## src/rtl/alu_arbiter_pkg.sv

```systemverilog
// Shared definitions for the two-requester ALU arbiter: op codes, FSM states
// and the fixed datapath width of the shared ALU.
package alu_arbiter_pkg;

  localparam int ALU_W = 32;

  localparam logic [2:0] OP_AND = 3'b000;
  localparam logic [2:0] OP_OR  = 3'b001;
  localparam logic [2:0] OP_ADD = 3'b010;
  localparam logic [2:0] OP_SUB = 3'b110;
  localparam logic [2:0] OP_SLT = 3'b111;

  typedef enum logic [1:0] {
    IDLE = 2'd0,
    EXEC = 2'd1,
    RESP = 2'd2
  } state_t;

endpackage

```

## src/rtl/alu_arbiter_yalu.sv

```systemverilog
// The shared 32-bit combinational ALU; unknown op codes produce zero, and ex
// flags a zero result.
module yAlu
  import alu_arbiter_pkg::*;
#(
  parameter int W = ALU_W
) (
  output logic [W-1:0] z,
  output logic         ex,
  input  logic [W-1:0] a,
  input  logic [W-1:0] b,
  input  logic [2:0]   op
);

  always_comb begin
    z = '0;
    case (op)
      OP_AND:  z = a & b;
      OP_OR:   z = a | b;
      OP_ADD:  z = a + b;
      OP_SUB:  z = a - b;
      OP_SLT:  z = {{(W-1){1'b0}}, ($signed(a) < $signed(b))};
      default: z = '0;
    endcase
  end

  assign ex = (z == '0);

endmodule

```

## src/rtl/alu_arbiter.sv

```systemverilog
// Round-robin arbiter sharing one yAlu between two requesters; one op in flight,
// answered on a single registered response channel tagged with the requester id.
module alu_arbiter
  import alu_arbiter_pkg::*;
#(
  parameter int W = ALU_W
) (
  input  logic         clk,
  input  logic         reset,
  input  logic         req0_valid,
  output logic         req0_ready,
  input  logic [W-1:0] req0_a,
  input  logic [W-1:0] req0_b,
  input  logic [2:0]   req0_op,
  input  logic         req1_valid,
  output logic         req1_ready,
  input  logic [W-1:0] req1_a,
  input  logic [W-1:0] req1_b,
  input  logic [2:0]   req1_op,
  output logic         rsp_valid,
  input  logic         rsp_ready,
  output logic         rsp_id,
  output logic [W-1:0] rsp_z,
  output logic         rsp_zero,
  output logic         rsp_err
);

  state_t         r_state;
  state_t         w_nextState;
  logic           r_rr;
  logic [W-1:0]   r_a;
  logic [W-1:0]   r_b;
  logic [2:0]     r_op;
  logic           r_id;
  logic           r_rspValid;
  logic           r_rspId;
  logic [W-1:0]   r_rspZ;
  logic           r_rspZero;
  logic           r_rspErr;

  logic           w_grant0;
  logic           w_grant1;
  logic           w_open;
  logic           w_accept;
  logic           w_legal;
  logic [W-1:0]   w_z;
  logic           w_ex;

  // A lone valid always wins; on a tie the rr pointer picks the requester.
  assign w_grant1   = req1_valid & (~req0_valid | r_rr);
  assign w_grant0   = req0_valid & ~w_grant1;
  assign w_open     = (r_state == IDLE) & ~reset;
  assign req0_ready = w_open & w_grant0;
  assign req1_ready = w_open & w_grant1;
  assign w_accept   = req0_ready | req1_ready;

  always_comb begin
    w_legal = 1'b0;
    case (r_op)
      OP_AND, OP_OR, OP_ADD, OP_SUB, OP_SLT: w_legal = 1'b1;
      default:                               w_legal = 1'b0;
    endcase
  end

  yAlu #(.W(W)) uAlu (
    .z  (w_z),
    .ex (w_ex),
    .a  (r_a),
    .b  (r_b),
    .op (r_op)
  );

  always_comb begin
    w_nextState = r_state;
    case (r_state)
      IDLE:    if (w_accept) w_nextState = EXEC;
      EXEC:    w_nextState = RESP;
      RESP:    if (rsp_ready) w_nextState = IDLE;
      default: w_nextState = IDLE;
    endcase
  end

  always_ff @(posedge clk) begin
    if (reset) begin
      r_state    <= IDLE;
      r_rr       <= 1'b0;
      r_a        <= '0;
      r_b        <= '0;
      r_op       <= OP_AND;
      r_id       <= 1'b0;
      r_rspValid <= 1'b0;
      r_rspId    <= 1'b0;
      r_rspZ     <= '0;
      r_rspZero  <= 1'b0;
      r_rspErr   <= 1'b0;
    end else begin
      r_state <= w_nextState;
      if (w_accept) begin
        r_a  <= w_grant1 ? req1_a  : req0_a;
        r_b  <= w_grant1 ? req1_b  : req0_b;
        r_op <= w_grant1 ? req1_op : req0_op;
        r_id <= w_grant1;
        r_rr <= ~r_rr;
      end
      // Illegal ops are still answered, forced to a zero result with err set.
      if (r_state == EXEC) begin
        r_rspValid <= 1'b1;
        r_rspId    <= r_id;
        r_rspZ     <= w_legal ? w_z : '0;
        r_rspZero  <= w_legal ? w_ex : 1'b1;
        r_rspErr   <= ~w_legal;
      end else if ((r_state == RESP) && rsp_ready) begin
        r_rspValid <= 1'b0;
      end
    end
  end

  assign rsp_valid = r_rspValid;
  assign rsp_id    = r_rspId;
  assign rsp_z     = r_rspZ;
  assign rsp_zero  = r_rspZero;
  assign rsp_err   = r_rspErr;

endmodule

```

## config.mk

```make
export PLATFORM = sky130hd
export DESIGN_NAME = alu_arbiter
export DESIGN_NICKNAME = d
export VERILOG_FILES = /design/src/rtl/alu_arbiter_pkg.sv /design/src/rtl/alu_arbiter_yalu.sv /design/src/rtl/alu_arbiter.sv
export SDC_FILE = /design/constraint.sdc
export NUM_CORES = 1
export LEC_CHECK = 0
export BUFFER_PORTS_ARGS = -buffer_cell sky130_fd_sc_hd__buf_4
export CAP_MARGIN = 30
export CORE_MARGIN = 5
export CORE_UTILIZATION = 60
export CTS_BUF_LIST = sky130_fd_sc_hd__clkbuf_4
export CTS_CLUSTER_SIZE = 14
export DETAILED_ROUTE_END_ITERATION = 8
export GPL_TIMING_DRIVEN = 1
export PLACE_DENSITY = 0.85
export SLEW_MARGIN = 30
export SYNTH_ARGS = -nofsm -noshare
export SYNTH_HDL_FRONTEND = slang
export SYNTH_SLANG_ARGS = --single-unit
```

## constraint.sdc

```tcl
create_clock -name clk -period 8.2 [get_ports clk]
set_input_delay 0.41 -clock clk [delete_from_list [all_inputs] [get_ports clk]]
set_output_delay 0.41 -clock clk [all_outputs]
set_load 0.02 [all_outputs]
```

Word level (Yosys, flattened, before mapping):

Index checks and enable logic that the tools add are counted.

* logic and storage cells: 55
* flip-flop bits (word level): 107

* bitwise logic cells: 14
* order comparisons: 1
* reduce and logical (&&, ||, !) cells: 7
* mux-type cells: 12
* equal/unequal tests: 8
* add/sub/neg operators: 2

Operator list (number)
* $pmux W32 S5: 1
* $mux W32: 3
* $add A32 B32 Y32: 1
* $and A32 B32 Y32: 1
* $logic_not A32 Y1: 1
* $lt A32 B32 Y1: 1
* $or A32 B32 Y32: 1
* $sub A32 B32 Y32: 1
* $eq A3 B3 Y1 const B: 2
* $pmux W2 S3: 1
* $and A1 B1 Y1: 5
* $not A1 Y1: 5
* $reduce_or A5 Y1: 1
* $mux W1: 4
* $mux W2: 2
* $ne A2 B2 Y1 const B: 2
* $eq A3 B1 Y1 const B: 1
* $eq A3 B2 Y1 const B: 1
* $logic_not A3 Y1: 1
* $mux W3: 1
* $eq A2 B1 Y1 const B: 1
* $eq A2 B2 Y1 const B: 1
* $logic_not A2 Y1: 1
* $or A1 B1 Y1: 2
* 3 further kinds: 3

Longest topological paths before layout:

Gate-level depths: netlist (run 1).

* depth in word-level cells: 9
* mapped depth: 14

Modules after synthesis:

From an unflattened synthesis (run 1), not the netlist that was laid out.

* cell total of the unflattened synthesis: 1404
* area total of the unflattened synthesis: 10317.4 um^2

By module, submodules not included
* yAlu: instances 1, area an instance 5337.6 um^2, cells an instance 814, seq. area each 0.0 um^2
* alu_arbiter: instances 1, area an instance 4979.8 um^2, cells an instance 590, seq. area each 2142.1 um^2

Worst setup path before layout (run 1):

OpenSTA, ideal clock, no wires.

* path type: register to register
* start point: reg r_b[0]
* end point: reg r_rspZero, in the netlist rsp_zero
* stages on the path, launching flop included: 15
* setup slack: 5.131 ns
* data arrival time: 2.974 ns
* path buffers: 0
* data required time: 8.104 ns
* path through: dfxtp_1 ha_1 inv_1 fa_1 and2b_1 o2111ai_2 a21oi_2 a31o_2 a31oi_1 a211oi_1 xnor2_1 o22ai_1 a2111oi_2 nand4_1 o41ai_2

* longest elaborated chain between the ends: 4
* elaborated cells on any way between the ends: 8
* those cells by class: 2 x add/sub; 1 x order compare; 2 x mux; 2 x bitwise; 1 x reduce/logical

RTL lines
* start: declaration: RTL line alu_arbiter.sv:32 `logic [W-1:0] r_b;`
* start signal: assignment: RTL line alu_arbiter.sv:100 `r_b <= w_grant1 ? req1_b : req0_b;`
* $sub A32 B32 Y32 (tied with other cells): RTL line alu_arbiter_yalu.sv:21 `OP_SUB: z = a - b;`
* $pmux W32 S5 *: RTL line alu_arbiter_yalu.sv:17 `case (op)`
* $logic_not A32 Y1 *: RTL line alu_arbiter_yalu.sv:27 `assign ex = (z == '0);`
* $mux W1 *: RTL line alu_arbiter.sv:110 `r_rspZero <= w_legal ? w_ex : 1'b1;`
* end signal: assignment: RTL line alu_arbiter.sv:110
* end: declaration: RTL line alu_arbiter.sv:38 `logic r_rspZero;`

Every way passes the cells marked *; elsewhere a longest branch is shown, timed or not.
A chain may end at the register's enable or synchronous reset.

Worst setup path in the final report (run 1):

Ends and elaborated chain as after synthesis.

==> results of run 1 <==
state kept, by name, indices dropped and copies added (netlist names):
signal / cells
rsp_id: 1
rsp_z: 32
r_state: 2
r_a: 32
rsp_valid: 1
rsp_err: 1
rsp_zero: 1
r_id: 1
r_rr: 1
r_b: 32
r_op: 3
where the power goes:
part / leakage, nW / total, W / switching (W) / internal, W
combinational: 3.86 / 0.000874 / 0.000533 / 0.000341
clock: 0.0817 / 0.000303 / 0.000227 / 0.0000765
sequential: 0.882 / 0.000620 / 0.0000472 / 0.000573
total: 4.83 / 0.00180 / 0.000807 / 0.000991
area by class of cell:
cell class	instances	area (sq um)	share of cell area
Multi-Input combinational cell	931	6650	0.6004
Sequential cell	107	2143	0.1935
Timing Repair Buffer	186	1416	0.1279
Inverter	117	439.2	0.03965
Tap cell	216	270.3	0.02440
Clock inverter	7	86.33	0.007795
Clock buffer	9	67.56	0.006100
Antenna cell	1	2.502	0.0002259
cell families after synthesis:
group | count (synthesis) | share of synthesized area
xor+xnor | 25 | 0.02282
mux | 94 | 0.09820
flops | 107 | 0.2233
simple gates | 344 | 0.1652
buf+inv | 208 | 0.08633
fa+ha+maj | 101 | 0.1333
compound gates | 367 | 0.2709
metal layers:
metal | vias up | GRT usage
met5 | - | 0
met4 | 0 | 0.08231
met3 | 44 | 0.04663
met2 | 423 | 0.4920
met1 | 4399 | 0.4400
li1 | 4660 | -
critical path, stage by stage (launching register included):
cell	delay, ns
dfxtp_1	0.44
ha_1	0.23
inv_1	0.07
fa_1	0.39
and2b_1	0.25
o2111ai_2	0.15
a21oi_2	0.30
a31o_2	0.24
a31oi_1	0.18
a211oi_1	0.31
xnor2_1	0.15
o22ai_1	0.13
a2111oi_2	0.36
nand4_1	0.17
o41ai_2	0.27
cell usage after synthesis (all sizes together) (3+ instances only):
cell / n / area share
a2111oi: 4 / 0.0056
a211oi: 102 / 0.080
a21bo: 3 / 0.0031
a21o: 15 / 0.012
a21oi: 78 / 0.041
a22oi: 11 / 0.0091
a311oi: 3 / 0.0027
a31o: 4 / 0.0037
a31oi: 13 / 0.0091
a41oi: 3 / 0.0035
and2: 4 / 0.0026
and3: 6 / 0.0039
buf: 35 / 0.019
clkbuf: 56 / 0.022
dfxtp: 107 / 0.22
ha: 99 / 0.13
inv: 116 / 0.045
mux2i: 93 / 0.097
nand2: 56 / 0.022
nand2b: 11 / 0.0072
nand3: 11 / 0.0057
nand4: 19 / 0.012
nor2: 167 / 0.065
nor2b: 12 / 0.0078
nor3: 25 / 0.014
nor4: 11 / 0.0072
o2111ai: 7 / 0.0077
o211ai: 13 / 0.010
o21a: 7 / 0.0055
o21ai: 51 / 0.027
o21bai: 5 / 0.0039
o311a: 3 / 0.0031
o311ai: 3 / 0.0027
o31a: 9 / 0.0082
o31ai: 14 / 0.012
or2: 5 / 0.0035
or3: 7 / 0.0046
xnor2: 23 / 0.021
through the flow:
step                setup slack, ns  hold slack (ns)  instance area (sq um)
detailed placement            4.608           0.4551                  10920
floorplan                     5.131           0.4323                   9594
global placement              4.641           0.4442                  10890
finish                        4.498           0.1262                  11080
CTS                           4.529           0.1055                  11070
global route                  4.138          0.09169                  11080
placed cells by master, fill, tap and decap left out, types with 6 or more instances in the layout:
cell | synthesis | routed
clkbuf_4 | 0 | 9
nand2_1 | 56 | 56
mux2i_1 | 93 | 93
o21ai_0 | 38 | 37
inv_2 | 6 | 6
xnor2_1 | 23 | 23
nand4_1 | 19 | 19
a21oi_1 | 76 | 76
a21o_1 | 14 | 14
o211ai_1 | 13 | 13
nor2b_1 | 12 | 11
a31oi_1 | 12 | 12
o31ai_1 | 12 | 12
nor3_1 | 24 | 24
o21a_1 | 7 | 6
o31a_1 | 9 | 9
ha_1 | 99 | 99
and3_1 | 6 | 6
nand2b_1 | 11 | 11
a211oi_1 | 101 | 101
o21ai_1 | 11 | 11
nor4_1 | 11 | 11
or3_1 | 7 | 7
a22oi_1 | 10 | 10
buf_4 | 5 | 185
nor2_1 | 167 | 167
inv_1 | 110 | 110
dfxtp_1 | 107 | 106
nand3_1 | 11 | 11
worst max path at each step:
stage                    end  cells after the start
global route        rsp_zero                     14
finish              rsp_zero                     14
floorplan           rsp_zero                     14
detailed placement  rsp_zero                     14
global placement    rsp_zero                     14
CTS                 rsp_zero                     14
==> results_dict.tcl, run 1 <==
set metrics [dict create \
    status "completed" \
    final.period_utilization 0.4515 \
    critPathCaptureType "register" \
    dp_cells 1557 \
    leakagePower_nw 4.826 \
    stdcell_count 1574 \
    crit_path_start "r_b[0]" \
    r2r_end "rsp_zero" \
    rsz0062_at_grt "false" \
    max_cap_viol_count 0 \
    async_reset_ff_frac 0 \
    routed.top_layer "met4" \
    via_per_inst 6.052 \
    die-width_um 136.5 \
    ctsHoldBuffers 0 \
    grt_pass1_wl_um 46300 \
    synth-seq-cells 107 \
    worstPathArrival_ns 4.17 \
    clockBufferDepth 2 \
    fin_crit_ns 3.702 \
    hold_end "r_state[1]" \
    core_sq_mm 0.01577 \
    clock_sinks 107 \
    ys.flop_type "dfxtp_1" \
    grt_start_max_net_pins 78 \
    numCtsBuffers 9 \
    ctsResizeCount 0 \
    wl_per_cell_um 18.58 \
    power.density_mw_per_mm2 162.3 \
    clkTransAtPathRegs_ns 0.22 \
    hp-class "in -> reg" \
    ys_warn_count 0 \
    first_iter_violations 806 \
    die_area_sq_mm 0.01862 \
    report.power.total_w 0.001798 \
    drc 0 \
    required_ns 8.67 \
    worstSetupPathType "reg -> reg" \
    worst_setup_path_start_kind "register" \
    numPortBuffers 176 \
    totalWireLength_um 29240 \
    die_h_um 136.5 \
    grt_usage 0.3101 \
    synth_cell_type_count 86 \
    io_pins 177 \
    synth_cells 1246 \
    fin_skew_ns 0.03472 \
    routed-via-count 9526 \
    cp_max_fo 5 \
    slew_headroom 0.4225 \
    grt_pass1_vias 8878 \
    drtAntennaViolNets 0 \
    slew_violations 0 \
    cts_tree "done" \
    reg2reg_slack_ns 4.50 \
    dp_hpwl_um 22630 \
    hold-path-cell-count 3 \
    drt-met1-wl_um 13080 \
    setup_tns_ns 0 \
    hold_violations 0 \
    clkLatencyLatePin_ns 0.53 \
    fin_nets 1592 \
    hp-start "rsp_ready" \
    layout-drive-gt1-share 0.1783 \
    overflow 0 \
    antenna_found_initial 1 \
    routabilityCongestion 0.9644 \
    start_util 0.6084 \
    dr_wl_met3_um 2330 \
    num_rows 46 \
    tightest_slew_ns 0.8663 \
    fmax_mhz 270.1 \
    clockRootBuffer "clkbuf_4" \
    htree_levels 3 \
    drt_pass1_iterations 5 \
    final_util 0.7023 \
    dr_wl_met2_um 13240 \
    syn_area_per_cell_sq_um 7.700 \
    reg2regPathDepth 14 \
    r2r_start "r_b[0]" \
    setup_viol 0 \
    area_delta_synth_final_pct 15.44 \
    synthesis.area_sq_mm 0.009594 \
    ys_seq_area_frac 0.2233 \
    synth_nets 1486 \
    postCtsSetupRepairBufs 0 \
    synth_edf_count 0 \
    fillers 1352 \
    vdd_ir_drop_max_v 0.00009698 \
]
Note: power is estimated with default switching activity, not from simulation.
==> inputs of run 2 (changes only) <==
--- a/config.mk
+++ b/config.mk
@@ -8,12 +8,12 @@
 export BUFFER_PORTS_ARGS = -buffer_cell sky130_fd_sc_hd__buf_4
 export CAP_MARGIN = 30
 export CORE_MARGIN = 5
-export CORE_UTILIZATION = 60
+export CORE_UTILIZATION = 59
 export CTS_BUF_LIST = sky130_fd_sc_hd__clkbuf_4
 export CTS_CLUSTER_SIZE = 14
 export DETAILED_ROUTE_END_ITERATION = 8
 export GPL_TIMING_DRIVEN = 1
-export PLACE_DENSITY = 0.85
+export PLACE_DENSITY = 0.84
 export SLEW_MARGIN = 30
 export SYNTH_ARGS = -nofsm -noshare
 export SYNTH_HDL_FRONTEND = slang
==> constraint.sdc (replaced) <==
create_clock -name clk -period 3.6 [get_ports clk]
set_input_delay 0.18 -clock clk [delete_from_list [all_inputs] [get_ports clk]]
set_output_delay 0.18 -clock clk [all_outputs]
set_load 0.02 [all_outputs]
==> results_dict.tcl, run 2 (synthesis results as in run 1) <==
set metrics [dict create \
    status "completed" \
    drtAntennaViolNets 0 \
    cp_max_fo 8 \
    num_rows 46 \
    start_util 0.6018 \
    clkLatencyLatePin_ns 0.55 \
    io_pins 177 \
    reg2reg_slack_ns 0.11 \
    mostFrequentLayoutCells "212 x buf_4, 164 x nor2_1, 117 x dlygate4sd3_1, 110 x inv_1, 100 x dfxtp_1" \
    routabilityCongestion 0.9923 \
    dp_cells 1582 \
    routed-via-count 10600 \
    setup_viol 0 \
    finalWorstSetupSlack_ns 0.1147 \
    via_per_inst 6.164 \
    hp-class "in -> reg" \
    clkTransAtPathRegs_ns 0.21 \
    area_delta_synth_final_pct 31.72 \
    stdcell_count 1720 \
    hold_violations 0 \
    worstSetupPathType "reg -> reg" \
    overflow 0 \
    tightest_slew_ns 0.7724 \
    final_common_cell "buf_4" \
    clockBufferDepth 2 \
    worst_setup_path_start_kind "register" \
    core_sq_mm 0.01594 \
    max_cap_viol_count 0 \
    die-width_um 137.5 \
    clock_sinks 107 \
    numCtsBuffers 9 \
    clockRootBuffer "clkbuf_4" \
    grt_pass1_vias 10150 \
    totalWireLength_um 34220 \
    grt_usage 0.3558 \
    dp_hpwl_um 23040 \
    grt_pass1_wl_um 53110 \
    antenna_found_initial 2 \
    fin_skew_ns 0.02230 \
    layout-drive-gt1-share 0.2057 \
    slew_headroom 0.4851 \
    detailedPlace.worstSlack_ns 0.1371 \
    grt_start_max_net_pins 89 \
    final_util 0.7927 \
    drc 0 \
    wl_per_cell_um 19.90 \
    power.density_mw_per_mm2 348.2 \
    fin_crit_ns 3.485 \
    required_ns 4.07 \
    fmax_mhz 286.9 \
    worstPathArrival_ns 3.95 \
    cts_tree "done" \
    vdd_ir_drop_max_v 0.0002580 \
    final.period_utilization 0.9681 \
    die_h_um 137.5 \
    fin_nets 1737 \
    numPortBuffers 176 \
    die_area_sq_mm 0.01891 \
    slew_violations 0 \
    drt_pass1_iterations 8 \
    htree_levels 3 \
    leakagePower_nw 5.444 \
    first_iter_violations 1191 \
    critPathCaptureType "register" \
]
[run 2: cell count changes in the layout (fill, tap and decap cells not counted), moves of 3 or more]
cell           previous run  this run
dlygate4sd3_1             0       117
a211oi_1                101        95
a211oi_2                  1         7
ha_2                      0        12
nor2_1                  167       164
dfxtp_2                   1         7
nor2_2                    0         3
buf_4                   185       212
ha_1                     99        85
dfxtp_1                 106       100
[run 2: stage by stage]
| stage | cell area (sq um) | total power [W] | setup TNS, ns | hold slack (ns) |
|---|---|---|---|---|
| 2_1_floorplan | 9594 | 0.002810 | 0 | 0.3665 |
| 3_5_place_dp | 11110 | 0.003445 | 0 | 0.4696 |
| 6_report | 12640 | 0.004400 | 0 | 0.006828 |
| 4_1_cts | 12410 | 0.004220 | 0 | 0.001265 |
| 3_3_place_gp | 11110 | 0.003414 | 0 | 0.4443 |
| 5_1_grt | 12640 | 0.004627 | -0.03110 | 0.01157 |
[run 2: layout make-up]
cell class	count	area (sq um)
timing repair buffer	331	2803
clock inverter	7	71.32
antenna	2	5.005
fill	1067	3306
tap	216	270.3
sequential	107	2151
multi-input combinational	931	6830
clock buffer	9	67.56
inverter	117	439.2
[run 2: timing repair]
action	CTS	global route
hold buffers	116	1
resized for setup	0	48
buffers inserted	0	3
endpoints found under the hold margin	62	1
endpoints found under the setup margin	0	2
[run 2: routing by layer]
metal	share of wire	track usage	vias up
li1	-	-	4932
met1	0.41	0.4693	4898
met2	0.47	0.5851	657
met3	0.090	0.06282	115
met4	0.035	0.1236	0
met5	0	0	-
[run 2: final timing paths]
path	start	to	cells after the start
setup / recovery	r_b[4]	rsp_zero	13
hold / removal	req1_b[11]	r_b[11]	3
setup reg to reg	r_b[4]	rsp_zero	13
hold reg to reg	r_id	rsp_id	2
[run 2: where the power goes]
group / total, W / internal [W] / switching (W) / leakage, nW
sequential: 0.00143 / 0.00131 / 0.000122 / 0.884
clock: 0.000669 / 0.000160 / 0.000509 / 0.0745
combinational: 0.00230 / 0.000979 / 0.00132 / 4.49
[run 2: critical path, stage by stage, from the launching register on]
cell and delay [ns]:
dfxtp_1 0.42, inv_1 0.08, ha_2 0.46, nor2b_1 0.12
or2_1 0.24, o211ai_1 0.33, a21bo_1 0.22, nand3_1 0.16
a41oi_2 0.29, nor4_1 0.11, a311oi_1 0.27, o311a_1 0.23
nand4_1 0.14, o41ai_2 0.32
